`config.mk`:
```
export PLATFORM = sky130hd
export DESIGN_NAME = cpu_oci_dct_packer
export DESIGN_NICKNAME = d
export VERILOG_FILES = /design/src/rtl/cpu_oci_pkg.sv /design/src/rtl/cpu_oci_dct_outreg.sv /design/src/rtl/cpu_oci_dct_packer.sv
export SDC_FILE = /design/constraint.sdc
export NUM_CORES = 1
export LEC_CHECK = 0
export CORE_ASPECT_RATIO = 1.5
export CORE_MARGIN = 2
export CORE_UTILIZATION = 47
export CTS_CLUSTER_DIAMETER = 50
export DETAILED_ROUTE_END_ITERATION = 7
export PLACE_DENSITY_LB_ADDON = 0.3
export SLEW_MARGIN = 20
export SYNTH_ARGS = -nofsm -noshare
export SYNTH_HDL_FRONTEND = slang
export SYNTH_SLANG_ARGS = --single-unit
```
`constraint.sdc`:
```
create_clock -name clk -period 3.1 [get_ports clk]
set_clock_uncertainty 0.05 [all_clocks]
set_input_delay 0.62 -clock clk [delete_from_list [all_inputs] [get_ports clk]]
set_output_delay 0.62 -clock clk [all_outputs]
set_load 0.03 [all_outputs]
```
`src/rtl/cpu_oci_pkg.sv`:
```
// Shared sizing constants for the OCI trace DCT packer.
package cpu_oci_pkg;

    // Width of one trace atom in bits
    localparam int ATOM_W          = 2;
    // Number of atoms that make up a full frame
    localparam int ATOMS_PER_FRAME = 15;
    // Packed frame width
    localparam int DCT_W           = ATOM_W * ATOMS_PER_FRAME;
    // Counter width able to hold 0..ATOMS_PER_FRAME
    localparam int CNT_W           = $clog2(ATOMS_PER_FRAME + 1);

endpackage

```
`src/rtl/cpu_oci_dct_outreg.sv`:
```
// Valid/ready holding register for one packed trace frame.
// Once loaded, the frame stays stable until the consumer takes it.
module cpu_oci_dct_outreg #(
    parameter int BUF_W    = cpu_oci_pkg::DCT_W,
    parameter int CNT_BITS = cpu_oci_pkg::CNT_W
) (
    input  logic                clk,
    input  logic                reset,
    input  logic                load,
    input  logic [BUF_W-1:0]    load_buf,
    input  logic [CNT_BITS-1:0] load_cnt,
    input  logic                frame_ready,
    output logic [BUF_W-1:0]    frame_buf,
    output logic [CNT_BITS-1:0] frame_cnt,
    output logic                frame_valid,
    output logic                free
);

    logic [BUF_W-1:0]    buf_q, buf_d;
    logic [CNT_BITS-1:0] cnt_q, cnt_d;
    logic                valid_q, valid_d;

    // The register can take a new frame when empty or when it drains this cycle
    assign free = !valid_q || frame_ready;

    // Next state: a load wins over a drain on the same edge
    always_comb begin
        buf_d   = buf_q;
        cnt_d   = cnt_q;
        valid_d = valid_q;
        if (load) begin
            buf_d   = load_buf;
            cnt_d   = load_cnt;
            valid_d = 1'b1;
        end else if (valid_q && frame_ready) begin
            valid_d = 1'b0;
        end
    end

    // State registers; reset drops any pending frame without a handshake
    always_ff @(posedge clk) begin
        if (reset) begin
            buf_q   <= '0;
            cnt_q   <= '0;
            valid_q <= 1'b0;
        end else begin
            buf_q   <= buf_d;
            cnt_q   <= cnt_d;
            valid_q <= valid_d;
        end
    end

    assign frame_buf   = buf_q;
    assign frame_cnt   = cnt_q;
    assign frame_valid = valid_q;

endmodule

```
`src/rtl/cpu_oci_dct_packer.sv`:
```
// Packs a stream of trace atoms into fixed-width frames.
// An accumulator fills while a separate output register holds the
// previous frame, so the stream only stalls when both are full.
module cpu_oci_dct_packer #(
    parameter int ATOM_W          = cpu_oci_pkg::ATOM_W,
    parameter int ATOMS_PER_FRAME = cpu_oci_pkg::ATOMS_PER_FRAME
) (
    input  logic                                   clk,
    input  logic                                   reset,
    input  logic                                   atom_valid,
    input  logic [ATOM_W-1:0]                      atom,
    output logic                                   atom_ready,
    input  logic                                   flush,
    input  logic                                   test_ending,
    output logic [ATOM_W*ATOMS_PER_FRAME-1:0]      dct_buffer,
    output logic [$clog2(ATOMS_PER_FRAME+1)-1:0]   dct_count,
    output logic                                   frame_valid,
    input  logic                                   frame_ready,
    output logic                                   test_has_ended
);

    localparam int DCT_W = ATOM_W * ATOMS_PER_FRAME;
    localparam int CNT_W = $clog2(ATOMS_PER_FRAME + 1);

    logic [DCT_W-1:0] acc_buf_q, acc_buf_d, ins_buf;
    logic [CNT_W-1:0] acc_cnt_q, acc_cnt_d, launch_cnt;
    logic             flush_pend_q, flush_pend_d;
    logic             ended_seen_q, ended_seen_d;
    logic             has_ended_q, has_ended_d;

    logic accept, acc_full, sum_full, sum_nonzero;
    logic end_first, flush_req, want_launch, out_free, launch, carry;

    // Accumulator state qualifiers
    assign acc_full    = (int'(acc_cnt_q) == ATOMS_PER_FRAME);
    assign atom_ready  = !ended_seen_q && !(acc_full && frame_valid && !frame_ready);
    assign accept      = atom_valid && atom_ready;
    assign sum_full    = (int'(acc_cnt_q) + int'(accept) == ATOMS_PER_FRAME);
    assign sum_nonzero = (acc_cnt_q != '0) || accept;

    // A full accumulator can only accept when the output frees up, so that
    // atom rolls over into slot 0 of the next accumulator.
    assign carry = acc_full && accept;

    // The first cycle test_ending is seen behaves like a flush
    assign end_first   = test_ending && !ended_seen_q;
    assign flush_req   = flush || end_first;
    assign want_launch = acc_full || sum_full || ((flush_req || flush_pend_q) && sum_nonzero);
    assign launch      = want_launch && out_free;

    // Accumulator contents with this cycle's accepted atom already inserted
    generate
        for (genvar gi = 0; gi < ATOMS_PER_FRAME; gi++) begin : g_slot
            assign ins_buf[gi*ATOM_W +: ATOM_W] =
                (accept && (acc_cnt_q == CNT_W'(gi))) ? atom
                                                      : acc_buf_q[gi*ATOM_W +: ATOM_W];
        end
    endgenerate

    assign launch_cnt = acc_full ? acc_cnt_q : acc_cnt_q + {{(CNT_W-1){1'b0}}, accept};

    // Next state for accumulator, pending flush and end-of-test tracking
    always_comb begin
        acc_buf_d    = acc_buf_q;
        acc_cnt_d    = acc_cnt_q;
        flush_pend_d = flush_pend_q;
        ended_seen_d = ended_seen_q || test_ending;
        has_ended_d  = has_ended_q ||
                       (ended_seen_q && (acc_cnt_q == '0) && !flush_pend_q && !frame_valid);
        if (launch) begin
            flush_pend_d = 1'b0;
            acc_buf_d    = '0;
            acc_cnt_d    = '0;
            if (carry) begin
                acc_buf_d[ATOM_W-1:0] = atom;
                acc_cnt_d             = {{(CNT_W-1){1'b0}}, 1'b1};
            end
        end else begin
            acc_buf_d = ins_buf;
            acc_cnt_d = launch_cnt;
            if (flush_req && sum_nonzero) begin
                flush_pend_d = 1'b1;
            end
        end
    end

    // Accumulator and control registers
    always_ff @(posedge clk) begin
        if (reset) begin
            acc_buf_q    <= '0;
            acc_cnt_q    <= '0;
            flush_pend_q <= 1'b0;
            ended_seen_q <= 1'b0;
            has_ended_q  <= 1'b0;
        end else begin
            acc_buf_q    <= acc_buf_d;
            acc_cnt_q    <= acc_cnt_d;
            flush_pend_q <= flush_pend_d;
            ended_seen_q <= ended_seen_d;
            has_ended_q  <= has_ended_d;
        end
    end

    assign test_has_ended = has_ended_q;

    cpu_oci_dct_outreg #(
        .BUF_W    (DCT_W),
        .CNT_BITS (CNT_W)
    ) u_outreg (
        .clk         (clk),
        .reset       (reset),
        .load        (launch),
        .load_buf    (ins_buf),
        .load_cnt    (launch_cnt),
        .frame_ready (frame_ready),
        .frame_buf   (dct_buffer),
        .frame_cnt   (dct_count),
        .frame_valid (frame_valid),
        .free        (out_free)
    );

endmodule

```
==> insert_results.sql <==
INSERT INTO impl_metrics (metric_group, metric, value, unit) VALUES
('finish', 'layout-drive-gt1-share', '18.7', '%'),
('sta', 'timing.max_slew.rel_slack', '56.1', '%'),
('finish', 'core_utilization_of_the_finished_layout', '59.7', '%'),
('floorplanning', 'floorplan.die_area', '7010', 'sq um'),
('critical_path', 'crit_required', '3310', 'ps'),
('yosys', 'synthMostInstantiatedCell', 'dfxtp_1', ''),
('sta', 'grt_setup_unrepaired', 'false', ''),
('floorplanning', 'io_pins', '45', ''),
('yosys', 'ys_types', '37', ''),
('floorplanning', 'placement_rows', '35', ''),
('detailed_routing', 'remaining_drcs', '0', ''),
('yosys', 'fraction_of_synthesis_flops_using_an_asynchronous_set_or_reset_pin', '0', '%'),
('placement', 'gpl.final_weighted_congestion', '0.875', ''),
('sta', 'final_max_slew_viol_count', '0', ''),
('finish', 'antenna-diode-count', '0', ''),
('flow_run', 'max_cap_check_violation_count', '0', ''),
('clock_network', 'cts_resized', '0', ''),
('clock_network', 'clk_path_buf_depth', '2', ''),
('pwr', 'p_switching', '0.000672', 'W'),
('placement', 'dp_hpwl', '4430', 'um'),
('detailed_routing', 'post_dr_wirelength_cell', '15.0', 'um'),
('pwr', 'seq_power_share', '47.3', '%'),
('placement', 'numPlacedInstances', '402', ''),
('yosys', 'yosys_register_bits', '72', ''),
('yosys', 'ys.flop_type', 'dfxtp_1', ''),
('detailed_routing', 'wl', '6240', 'um'),
('critical_path', 'cp-end-kind', 'flip-flop', ''),
('yosys', 'synth_top_area_cell', 'dfxtp_1', ''),
('critical_path', 'critical_path_class', 'input port to flip-flop', ''),
('global_route', 'antenna_found_initial', '0', ''),
('sta', 'finalCritPeriodShare', '88.2', '%'),
('pwr', 'pwr_density_cell', '591', 'nW/um^2'),
('global_route', 'global_route_wire_length_before_repair', '10500', 'um'),
('sta', 'worst_slew_pin_tran', '657', 'ps'),
('clock_network', 'setup_buffers_after_cts', '0', ''),
('detailed_routing', 'antenna_violating_nets_post_route', '0', ''),
('clock_network', 'clk_root_buffer_cell', 'clkbuf_8', ''),
('floorplanning', 'die_y', '102', 'um'),
('global_route', 'maximum_number_of_pins_on_one_net_before_global_route_repair', '34', ''),
('sta', 'finalHoldViolations', '0', ''),
('critical_path', 'arrival', '2940', 'ps'),
('detailed_routing', 'drt-pass1-iter-count', '4', ''),
('pwr', 'internal_power', '0.00149', 'W'),
('clock_network', 'clkLatencyLatePin', '350', 'ps'),
('sta', 'timing.fmax', '366', 'MHz'),
('global_route', 'first_global_vias', '2233', ''),
('yosys', 'synth-warning-count', '0', ''),
('yosys', 'synth_top_cells_by_count', 'dfxtp_1, nor2_1, a21oi_1', ''),
('clock_network', 'cts_hold_repair.buffers', '0', ''),
('sta', 'setup_ws', '367', 'ps'),
('clock_network', 'clkSlewWorstSetupHoldPaths', '70', 'ps'),
('run_status', 'run_status', 'finished clean', ''),
('sta', 'finalSetupTns', '0', 'ps'),
('clock_network', 'cts_inserted_buffers', '9', ''),
('detailed_routing', 'routed_via_density', '5.44', ''),
('pwr', 'swShare', '31.0', '%'),
('finish', 'layout.cell_area.non_filler', '3660', 'sq um'),
('yosys', 'synth_top_cell_area_share', '48.4', '%'),
('pwr', 'share_clk_of_total_power', '28.2', '%'),
('clock_network', 'clkSinkCount', '72', ''),
('clock_network', 'tritoncts', 'done', ''),
('yosys', 'post_synth.cell_area_avg', '10.1', 'sq um'),
('floorplanning', 'initial_core_util', '48.6', '%'),
('global_route', 'globalRouteTotalUtil', '19.1', '%'),
('critical_path', 'critPathLaunchType', 'input port', ''),
('yosys', 'synth_fp_nets', '304', ''),
('yosys', 'seq_area_frac_synth', '48.4', '%'),
('placement', 'dpl_worst_slack', '38.5', 'ps'),
('yosys', 'synthesis.area', '2980', 'sq um'),
('pwr', 'vdd_drop_max', '0.339', 'mV'),
('pwr', 'standby_leakage_power', '1.39', 'nW');
==> cell families after synthesis <==
family                     synth area share [%]
and+or+nand+nor                            13.4
AOI/OAI and AO/OA                          22.0
DFF                                        48.4
muxes                                      10.5
buffers and inverters                      4.58
adders and majority gates                 0.839
xor gates and xnor gates                  0.294
==> worst paths after layout <==
kind                            slack [ps]                                   to                          startpoint  cells past startpoint
worst max-delay path                   370  u_outreg.frame_buf[22]$_SDFFE_PP0P_                         frame_ready                     12
worst min register to register         420   u_outreg.frame_cnt[2]$_SDFFE_PP0P_  u_outreg.frame_cnt[2]$_SDFFE_PP0P_                      1
worst min-delay path                   420   u_outreg.frame_cnt[2]$_SDFFE_PP0P_  u_outreg.frame_cnt[2]$_SDFFE_PP0P_                      1
worst max register to register         460  u_outreg.frame_buf[22]$_SDFFE_PP0P_             acc_cnt_q[1]$_SDFF_PP0_                     11
==> flip-flops by register name (all words and copies together) (netlist names) <==
name / cells
acc_buf_q: 30
u_outreg.frame_buf: 30
acc_cnt_q: 4
u_outreg.frame_cnt: 4
ended_seen_q: 1
flush_pend_q: 1
test_has_ended: 1
u_outreg.frame_valid: 1
==> critical path, stage by stage <==
cell and delay [ps]:
clkdlybuf4s50_1 410, nand2b_1 160, nor2_1 130, nor2_1 60, ha_1 190, ha_1 190, xor2_1 180, a31oi_1 150
o21ai_2 260, buf_4 270, a21oi_1 110, a211oi_2 220
==> area by class of cell <==
type,instances,area [sq um]
clock buffers,11,131
clock inverters,4,22.5
fillers,552,2470
inverters,1,3.75
multi-input cells,197,1400
flip-flops and latches,72,1440
well taps,74,92.6
repair buffers,58,563
==> power by group through the flow <==
stage	Sequential [W]	Clock, W	Combinational (W)
6_report	0.00102	0.000610	0.000529
5_1_grt	0.00103	0.000665	0.000566
4_1_cts	0.00102	0.000632	0.000535
3_5_place_dp	0.00105	0	0.000532
3_3_place_gp	0.00104	0	0.000524
2_1_floorplan	0.00115	0	0.000249
==> stage by stage <==
step | power, W | hold slack (ps)
5_1_grt | 0.00226 | 466
4_1_cts | 0.00219 | 427
2_1_floorplan | 0.00139 | 422
6_report | 0.00216 | 422
3_3_place_gp | 0.00157 | 398
3_5_place_dp | 0.00158 | 411
==> layout by cell type (no fill, tap or decap), types with 2 or more instances in the layout <==
| cell type | instances |
|---|---|
| dfxtp_1 | 72 |
| nor2_1 | 47 |
| clkdlybuf4s50_1 | 42 |
| a21oi_1 | 34 |
| mux2i_1 | 29 |
| a211oi_2 | 29 |
| buf_4 | 13 |
| nand2_1 | 12 |
| clkbuf_8 | 9 |
| nor2b_1 | 8 |
| nand3_1 | 4 |
| nand2b_1 | 3 |
| and3_1 | 3 |
| clkinv_2 | 3 |
| nand4_1 | 2 |
| a31oi_1 | 2 |
| nor3b_1 | 2 |
| mux2_2 | 2 |
| a22o_1 | 2 |
| o21ai_0 | 2 |
| ha_1 | 2 |
| clkbuf_1 | 2 |
| buf_12 | 2 |
==> routing by layer <==
metal / GRT usage [%] / vias to the layer above / wire [um]
li1: - / 1130 / -
met1: 21.2 / 1096 / 2660
met2: 33.9 / 33 / 3240
met3: 5.37 / 9 / 219
met4: 8.75 / 0 / 117
met5: 0 / - / 0
No activity file was read; power rests on OpenSTA's default activity.
